### src/rtl/spi_pkg.sv
// Shared SPI definitions: master FSM states, default sizing and the mode-0 clock
// constants common to the master and the slave stage.
package spi_pkg;

    typedef enum logic [1:0] {
        SPI_IDLE  = 2'd0,
        SPI_XFER  = 2'd1,
        SPI_TRAIL = 2'd2
    } spi_state_t;

    localparam int SPI_DEFAULT_DATA_W  = 8;
    localparam int SPI_DEFAULT_CLK_DIV = 4;

    // Mode 0: sck idles low, data is sampled on the leading (rising) edge.
    localparam logic SPI_CPOL = 1'b0;
    localparam logic SPI_CPHA = 1'b0;

endpackage

### src/rtl/spi_clk_div.sv
// sck half-period timer: counts system clocks while running and emits a one-cycle
// tick every CLK_DIV cycles; clear restarts the count from zero.
module spi_clk_div
    import spi_pkg::*;
#(
    parameter int CLK_DIV = SPI_DEFAULT_CLK_DIV
) (
    input  logic clk,
    input  logic rst,
    input  logic clear,
    input  logic run,
    output logic tick
);

    localparam int               CNT_W   = (CLK_DIV > 1) ? $clog2(CLK_DIV) : 1;
    localparam logic [CNT_W-1:0] CNT_MAX = CNT_W'(CLK_DIV - 1);

    logic [CNT_W-1:0] cnt;

    assign tick = run && (cnt == CNT_MAX);

    // NOTE: clocked blocks use non-blocking assignments so every register samples pre-edge values.
    always_ff @(posedge clk) begin
        if (rst || clear) begin
            cnt <= '0;
        end else if (run) begin
            cnt <= tick ? '0 : cnt + 1'b1;
        end
    end

endmodule

### src/rtl/spi_master_ctrl.sv
// SPI mode-0 master, LSB first, one DATA_W word per transfer with start/busy/done handshake.
// Define SPI_MASTER_TXBUF_EN to add a one-deep tx holding register for back-to-back transfers.
module spi_master_ctrl
    import spi_pkg::*;
#(
    parameter int DATA_W  = SPI_DEFAULT_DATA_W,
    parameter int CLK_DIV = SPI_DEFAULT_CLK_DIV
) (
    input  logic              clk,
    input  logic              rst,
    input  logic              en,
    input  logic              start,
    input  logic [DATA_W-1:0] tx_data,
    output logic              tx_ready,
    output logic              busy,
    output logic              done,
    output logic [DATA_W-1:0] rx_data,
    output logic              sck,
    output logic              mosi,
    input  logic              miso,
    output logic              ss_n
);

    localparam int               BIT_W    = $clog2(DATA_W);
    localparam logic [BIT_W-1:0] LAST_BIT = BIT_W'(DATA_W - 1);

    spi_state_t        state, state_next;
    logic              tick, load, sck_rise, sck_fall, finish, last_bit;
    logic [DATA_W-1:0] load_data, tx_sh, rx_sh;
    logic [BIT_W-1:0]  bit_cnt;

    assign busy     = (state != SPI_IDLE);
    assign last_bit = (bit_cnt == LAST_BIT);
    assign mosi     = tx_sh[0];

    spi_clk_div #(.CLK_DIV(CLK_DIV)) u_clk_div (
        .clk  (clk),
        .rst  (rst),
        .clear(load),
        .run  (busy),
        .tick (tick)
    );

`ifdef SPI_MASTER_TXBUF_EN
    logic              hold_full, hold_load;
    logic [DATA_W-1:0] hold_data;

    assign tx_ready  = !hold_full;
    // A start landing on the finishing edge chains directly instead of parking in the buffer.
    assign hold_load = busy && !finish && en && start && !hold_full;

    always_ff @(posedge clk) begin
        if (rst) begin
            hold_full <= 1'b0;
            hold_data <= '0;
        end else if (hold_load) begin
            hold_full <= 1'b1;
            hold_data <= tx_data;
        end else if (finish && hold_full) begin
            hold_full <= 1'b0;
        end
    end
`else
    assign tx_ready = !busy;
`endif

    always_ff @(posedge clk) begin
        if (rst) state <= SPI_IDLE;
        else     state <= state_next;
    end

    // NOTE: every output of this block gets a default first, so no latch is inferred.
    always_comb begin
        state_next = state;
        load       = 1'b0;
        load_data  = tx_data;
        sck_rise   = 1'b0;
        sck_fall   = 1'b0;
        finish     = 1'b0;
        case (state)
            SPI_IDLE: begin
                if (en && start) begin
                    load       = 1'b1;
                    state_next = SPI_XFER;
                end
            end
            SPI_XFER: begin
                if (tick) begin
                    if (sck == SPI_CPOL) begin
                        sck_rise = 1'b1;
                    end else begin
                        sck_fall = 1'b1;
                        if (last_bit) state_next = SPI_TRAIL;
                    end
                end
            end
            SPI_TRAIL: begin
                if (tick) begin
                    finish     = 1'b1;
                    state_next = SPI_IDLE;
`ifdef SPI_MASTER_TXBUF_EN
                    if (hold_full || (en && start)) begin
                        load       = 1'b1;
                        load_data  = hold_full ? hold_data : tx_data;
                        state_next = SPI_XFER;
                    end
`endif
                end
            end
            default: state_next = SPI_IDLE;
        endcase
    end

    // Later assignments win: a chained load keeps ss_n low on the finishing edge.
    always_ff @(posedge clk) begin
        if (rst) begin
            sck     <= SPI_CPOL;
            ss_n    <= 1'b1;
            done    <= 1'b0;
            rx_data <= '0;
            // NOTE: the shift registers are reset too; mosi and rx_data read them and must be zero after reset.
            tx_sh   <= '0;
            rx_sh   <= '0;
            bit_cnt <= '0;
        end else begin
            done <= finish;
            if (finish) begin
                ss_n    <= 1'b1;
                rx_data <= rx_sh;
            end
            if (load) begin
                tx_sh   <= load_data;
                ss_n    <= 1'b0;
                bit_cnt <= '0;
            end
            if (sck_rise) begin
                sck   <= ~SPI_CPOL;
                rx_sh <= {miso, rx_sh[DATA_W-1:1]};
            end
            if (sck_fall) begin
                sck <= SPI_CPOL;
                if (!last_bit) begin
                    bit_cnt <= bit_cnt + 1'b1;
                    tx_sh   <= {1'b0, tx_sh[DATA_W-1:1]};
                end
            end
        end
    end

    always @(posedge clk) begin
        assert (CLK_DIV >= 1 && DATA_W >= 2 && DATA_W <= 32 && SPI_CPHA == 1'b0)
            else $error("spi_master_ctrl: illegal CLK_DIV/DATA_W or unsupported SPI mode");
        assert (!(sck && ss_n))
            else $error("spi_master_ctrl: sck high while ss_n deasserted");
    end

endmodule
### config.mk
export PLATFORM = sky130hd
export DESIGN_NAME = spi_master_ctrl
export DESIGN_NICKNAME = d
export VERILOG_FILES = /design/src/rtl/spi_pkg.sv /design/src/rtl/spi_clk_div.sv /design/src/rtl/spi_master_ctrl.sv
export SDC_FILE = /design/constraint.sdc
export NUM_CORES = 1
export LEC_CHECK = 0
export CAP_MARGIN = 15
export CORE_MARGIN = 10
export CORE_UTILIZATION = 50
export DETAILED_ROUTE_END_ITERATION = 16
export PLACE_DENSITY = 0.82
export REMOVE_ABC_BUFFERS = 1
export SYNTH_ARGS = -nofsm -noshare
export SYNTH_HDL_FRONTEND = slang
export SYNTH_SLANG_ARGS = --single-unit
### constraint.sdc
create_clock -name clk -period 1.6 [get_ports clk]
set_input_delay 0.32 -clock clk [delete_from_list [all_inputs] [get_ports clk]]
set_output_delay 0.32 -clock clk [all_outputs]
set_load 0.02 [all_outputs]
[After elaboration in Yosys (flattened, before gate mapping)]
Cells that the tools add are included.
Storage, ports and cells
  register bits: 34
  input bits: 13
Cells by class
  reduce and logical (&&, ||, !) cells: 9
  muxes and demuxes: 25
  add/sub/neg operators: 2
  eq/ne operators: 9
Operators with widths (number)
  $mux 8: 3
  $mux 1: 12
  $mux 2: 6
  $mux 3: 3
  $ne 2x2->1 const B: 3
  $pmux 2 s3: 1
  $reduce_and 5->1: 1
  $eq 2x2->1 const B: 2
  $ne 2x1->1 const B: 2
  $reduce_bool 2->1: 2
  $add 3x1->3 const B: 1
  $eq 3x3->1 const B: 1
  $add 2x1->2 const B: 1
  $eq 2x1->1 const B: 1
  $logic_and 1x1->1: 2
  $logic_not 2->1: 1
  $reduce_or 2->1: 1
  $logic_not 1->1: 1
  $logic_or 1x1->1: 1

[Depth between registers and ports, before layout]
  depth in word-level cells: 6
  mapped depth: 6
  gate-level depth less buffers: 5

[Modules after synthesis]
From an unflattened synthesis, not the netlist that was laid out.
Unflattened totals
  cell total of the unflattened synthesis: 137
  area, all modules: 1383.8 sq um
By module, submodules not included
  spi_master_ctrl: area each 1282.5 sq um, instances 1, seq. area each 640.6 sq um, cells each 128
  spi_clk_div: area each 101.3 sq um, instances 1, seq. area each 40.0 sq um, cells each 9

[Least setup slack after synthesis]
Ideal clock, no wire load.
  path type: flip-flop to output port
  start point: register state[1]
  end point: output port busy
  setup slack: 0.180 ns
  arrival time: 1.100 ns
  required time: 1.280 ns
  buffers on the path: 1
  stages on the path, launching flop included: 4
  cells stage by stage: dfxtp_1 -> buf_2 -> nor2_1 -> inv_1
Between the ends
  word-level cells in the longest chain between the ends: 1
RTL lines
  from (decl): line spi_master_ctrl.sv:27  | spi_state_t state, state_next;
  from (signal assigned): line spi_master_ctrl.sv:69  | else state <= state_next;
  $reduce_bool 2->1: line spi_master_ctrl.sv:32  | assign busy = (state != SPI_IDLE);
  to (decl): line spi_master_ctrl.sv:15  | output logic busy,
Every way passes these cells.

[Final worst setup path]
  start point: register bit_cnt[0]
  end point: register tx_sh[6]
Between the ends
  word-level cells in the longest chain between the ends: 3
RTL lines
  from (decl): line spi_master_ctrl.sv:30  | logic [BIT_W-1:0] bit_cnt;
  from (signal assigned): line spi_master_ctrl.sv:143  | bit_cnt <= bit_cnt + 1'b1;
  $eq 3x3->1: line spi_master_ctrl.sv:33  | assign last_bit = (bit_cnt == LAST_BIT);
  $mux 8: line spi_master_ctrl.sv:142  | if (!last_bit) begin
  $mux 8: line spi_master_ctrl.sv:140  | if (sck_fall) begin
  to (signal assigned): line spi_master_ctrl.sv:132  | tx_sh <= load_data;
  to (signal assigned): line spi_master_ctrl.sv:144  | tx_sh <= {1'b0, tx_sh[DATA_W-1:1]};
  to (decl): line spi_master_ctrl.sv:29  | logic [DATA_W-1:0] load_data, tx_sh, rx_sh;
Every way passes these cells.
A chain may end at the register's enable or synchronous reset.

==> results_dict.tcl <==
set metrics [dict create \
    clock-sinks 34 \
    synth.distinct_cells 26 \
    p_int_mw 1.14 \
    post_cts_buffers 0 \
    wl_per_cell_um 14.0 \
    ctsRootBufferMaster "clkbuf_4" \
    layout_common_cells "34 x nand2_1, 34 x dfxtp_1, 13 x a21oi_1, 13 x dlygate4sd2_1" \
    cp-end-kind "register" \
    vias_per_cell 5.50 \
    htreeDepth 2 \
    gp_congestion 0.731 \
    syn_area_um2 1400 \
    crit_path_max_fanout 7 \
    ios 27 \
    clock_power_share_pct 32.8 \
    grt_max_degree 35 \
    p_leak_nw 0.771 \
    critPathKind "register to register" \
    crit_required_ns 1.82 \
    yosysWarnings 0 \
    fin_cells 222 \
    die_h_um 72.8 \
    period_minus_slack_ns 1.51 \
    rsz0062_at_grt "false" \
    syn_inst 159 \
    overflow 0 \
    holdWs_ns 0.461 \
    fmax_mhz 663 \
    final_nets 206 \
    comb_power_share_pct 8.5 \
    grt_pass1_wl_um 5090 \
    p_sw_share_pct 23.1 \
    wirelength_um 3100 \
    grt_usage_pct 12.1 \
    drc_errors 0 \
    drtIter0Drc 64 \
    portBuffers 26 \
    drive_gt1_share_pct 14.1 \
    hold_buffers 0 \
    place_inst 214 \
    start_kind "register" \
    dieArea_um2 5300 \
    irDropWorstVdd_mv 0.741 \
    antenna_cells 0 \
    coreArea_um2 2710 \
    status "complete, no violations" \
    hp-start "rx_sh[0]" \
    syn_area_per_cell_um2 8.77 \
    worstReg2RegStart "bit_cnt[0]" \
    hpwl_um 2190 \
    vias 1220 \
    power_mw 1.48 \
    cts_tree "built" \
    grt_pass1_vias 1146 \
    synth-seq-area-share_pct 48.8 \
    dr.pass1.iters 4 \
    tns_ns 0 \
    finalSetupViolCount 0 \
    area_growth_syn_to_layout_pct 30.1 \
    antenna_found_initial 0 \
    hold_viol_final 0 \
    clkLatencyLatePin_ns 0.34 \
    final_core_util_pct 67.0 \
    drtAntennaViolNets 0 \
    skew_ns 0.00707 \
    switching_power_mw 0.343 \
    die_w_um 72.8 \
    seq_power_share_pct 58.7 \
    relSlewSlack_pct 71.7 \
    cp.arrival_ns 1.73 \
    post-route-period-util_pct 94.3 \
    setup.worst_path.start "bit_cnt[0]" \
    max_cap_viol_count 0 \
    clkTransAtPathRegs_ns 0.10 \
    numCtsBuffers 5 \
    p_per_area_nw_per_um2 817 \
    initial_core_util_pct 51.5 \
    rows 19 \
    ys_ff_latch 34 \
    clk_path_buf_depth 2 \
    worstMarginPinSlew_ns 0.422 \
    hp-class "register to register" \
    slew_viol_final 0 \
    nFillCells 228 \
]
## through the flow
| stage | setup slack, ns | instance area (um2) |
|---|---|---|
| final | 0.0910 | 1820 |
| after global routing | 0.0107 | 1820 |
| after CTS | 0.0118 | 1770 |
| after detailed placement | -0.111 | 1730 |
| after global placement | -0.00604 | 1730 |
| after floorplan | 0.0569 | 1340 |
## power by group through the flow
| stage | clock (mW) | sequential, mW | combinational (mW) |
|---|---|---|---|
| after floorplan | 0 | 0.894 | 0.0433 |
| after global placement | 0 | 0.889 | 0.127 |
| after detailed placement | 0 | 0.890 | 0.130 |
| after CTS | 0.505 | 0.870 | 0.126 |
| after global routing | 0.532 | 0.874 | 0.138 |
| final | 0.487 | 0.871 | 0.126 |
## layout make-up
| type | count | area (um2) | area share [%] |
|---|---|---|---|
| Tap cell | 31 | 38.8 | 2.14 |
| Inverter | 1 | 3.75 | 0.207 |
| Timing Repair Buffer | 37 | 342 | 18.8 |
| Clock inverter | 1 | 5.00 | 0.276 |
| Sequential cell | 34 | 681 | 37.5 |
| Multi-Input combinational cell | 111 | 691 | 38.0 |
| Clock buffer | 7 | 55.1 | 3.03 |
## final timing paths
path,slack (ns),endpoint,cells past startpoint
worst min-delay path,0.46,rx_sh[0],2
worst max-delay path,0.09,tx_sh[6],6
worst max register to register,0.09,tx_sh[6],6
worst min register to register,0.46,rx_sh[0],2
## state kept, by name, indices dropped and copies added (netlist names)
| name | cells |
|---|---|
| rx_data | 8 |
| rx_sh | 8 |
| tx_sh | 8 |
| bit_cnt | 3 |
| state | 2 |
| u_clk_div.cnt | 2 |
| done | 1 |
| sck | 1 |
| ss_n | 1 |
## critical path, cell delays in order, from the launching register on
cell and delay (ns):
dfxtp_1 0.34, ha_1 0.20, ha_1 0.21, nand2b_2 0.23, buf_4 0.19, nor3_2 0.15
a311oi_2 0.07
## logic make-up (layout without fill, tap and decap cells)
| kind of cell | count (synthesis) | in the layout | share of synthesized area (%) |
|---|---|---|---|
| flops | 34 | 34 | 48.8 |
| mux | 9 | 9 | 6.46 |
| simple gates | 72 | 72 | 24.6 |
| buf+inv | 14 | 46 | 4.48 |
| compound gates | 27 | 27 | 13.0 |
| fa+ha+maj | 3 | 3 | 2.69 |
## routing by layer
| metal | wire [um] | GRT usage [%] |
|---|---|---|
| met5 | 0 | 0 |
| met4 | 72 | 6.12 |
| met3 | 223 | 5.71 |
| met2 | 1590 | 20.2 |
| met1 | 1210 | 12.3 |
## cell usage after synthesis, drive strengths merged
master	n	area, um2
nand2	35	131
dfxtp	34	681
a21oi	13	65.1
nor2	12	45.0
mux2i	9	90.1
nor3	9	45.0
a311oi	7	61.3
clkbuf	7	26.3
buf	6	32.5
ha	3	37.5
nand2b	3	18.8
nand3	3	15.0
o211ai	3	22.5
nand3b	2	15.0
nand4bb	2	22.5
or3	2	12.5
a211oi	1	7.51
a21o	1	7.51
a221oi	1	8.76
a2bb2oi	1	8.76
and3b	1	8.76
and4bb	1	12.5
inv	1	3.75
nor2b	1	6.26
nor4bb	1	10.0
## repair_timing
action,4_1_cts,5_1_grt
gates resized for setup,13,10
setup endpoints to repair,13,9
gates cloned,0,0
pin swaps,0,0
Power figures use the tool's default switching activity.
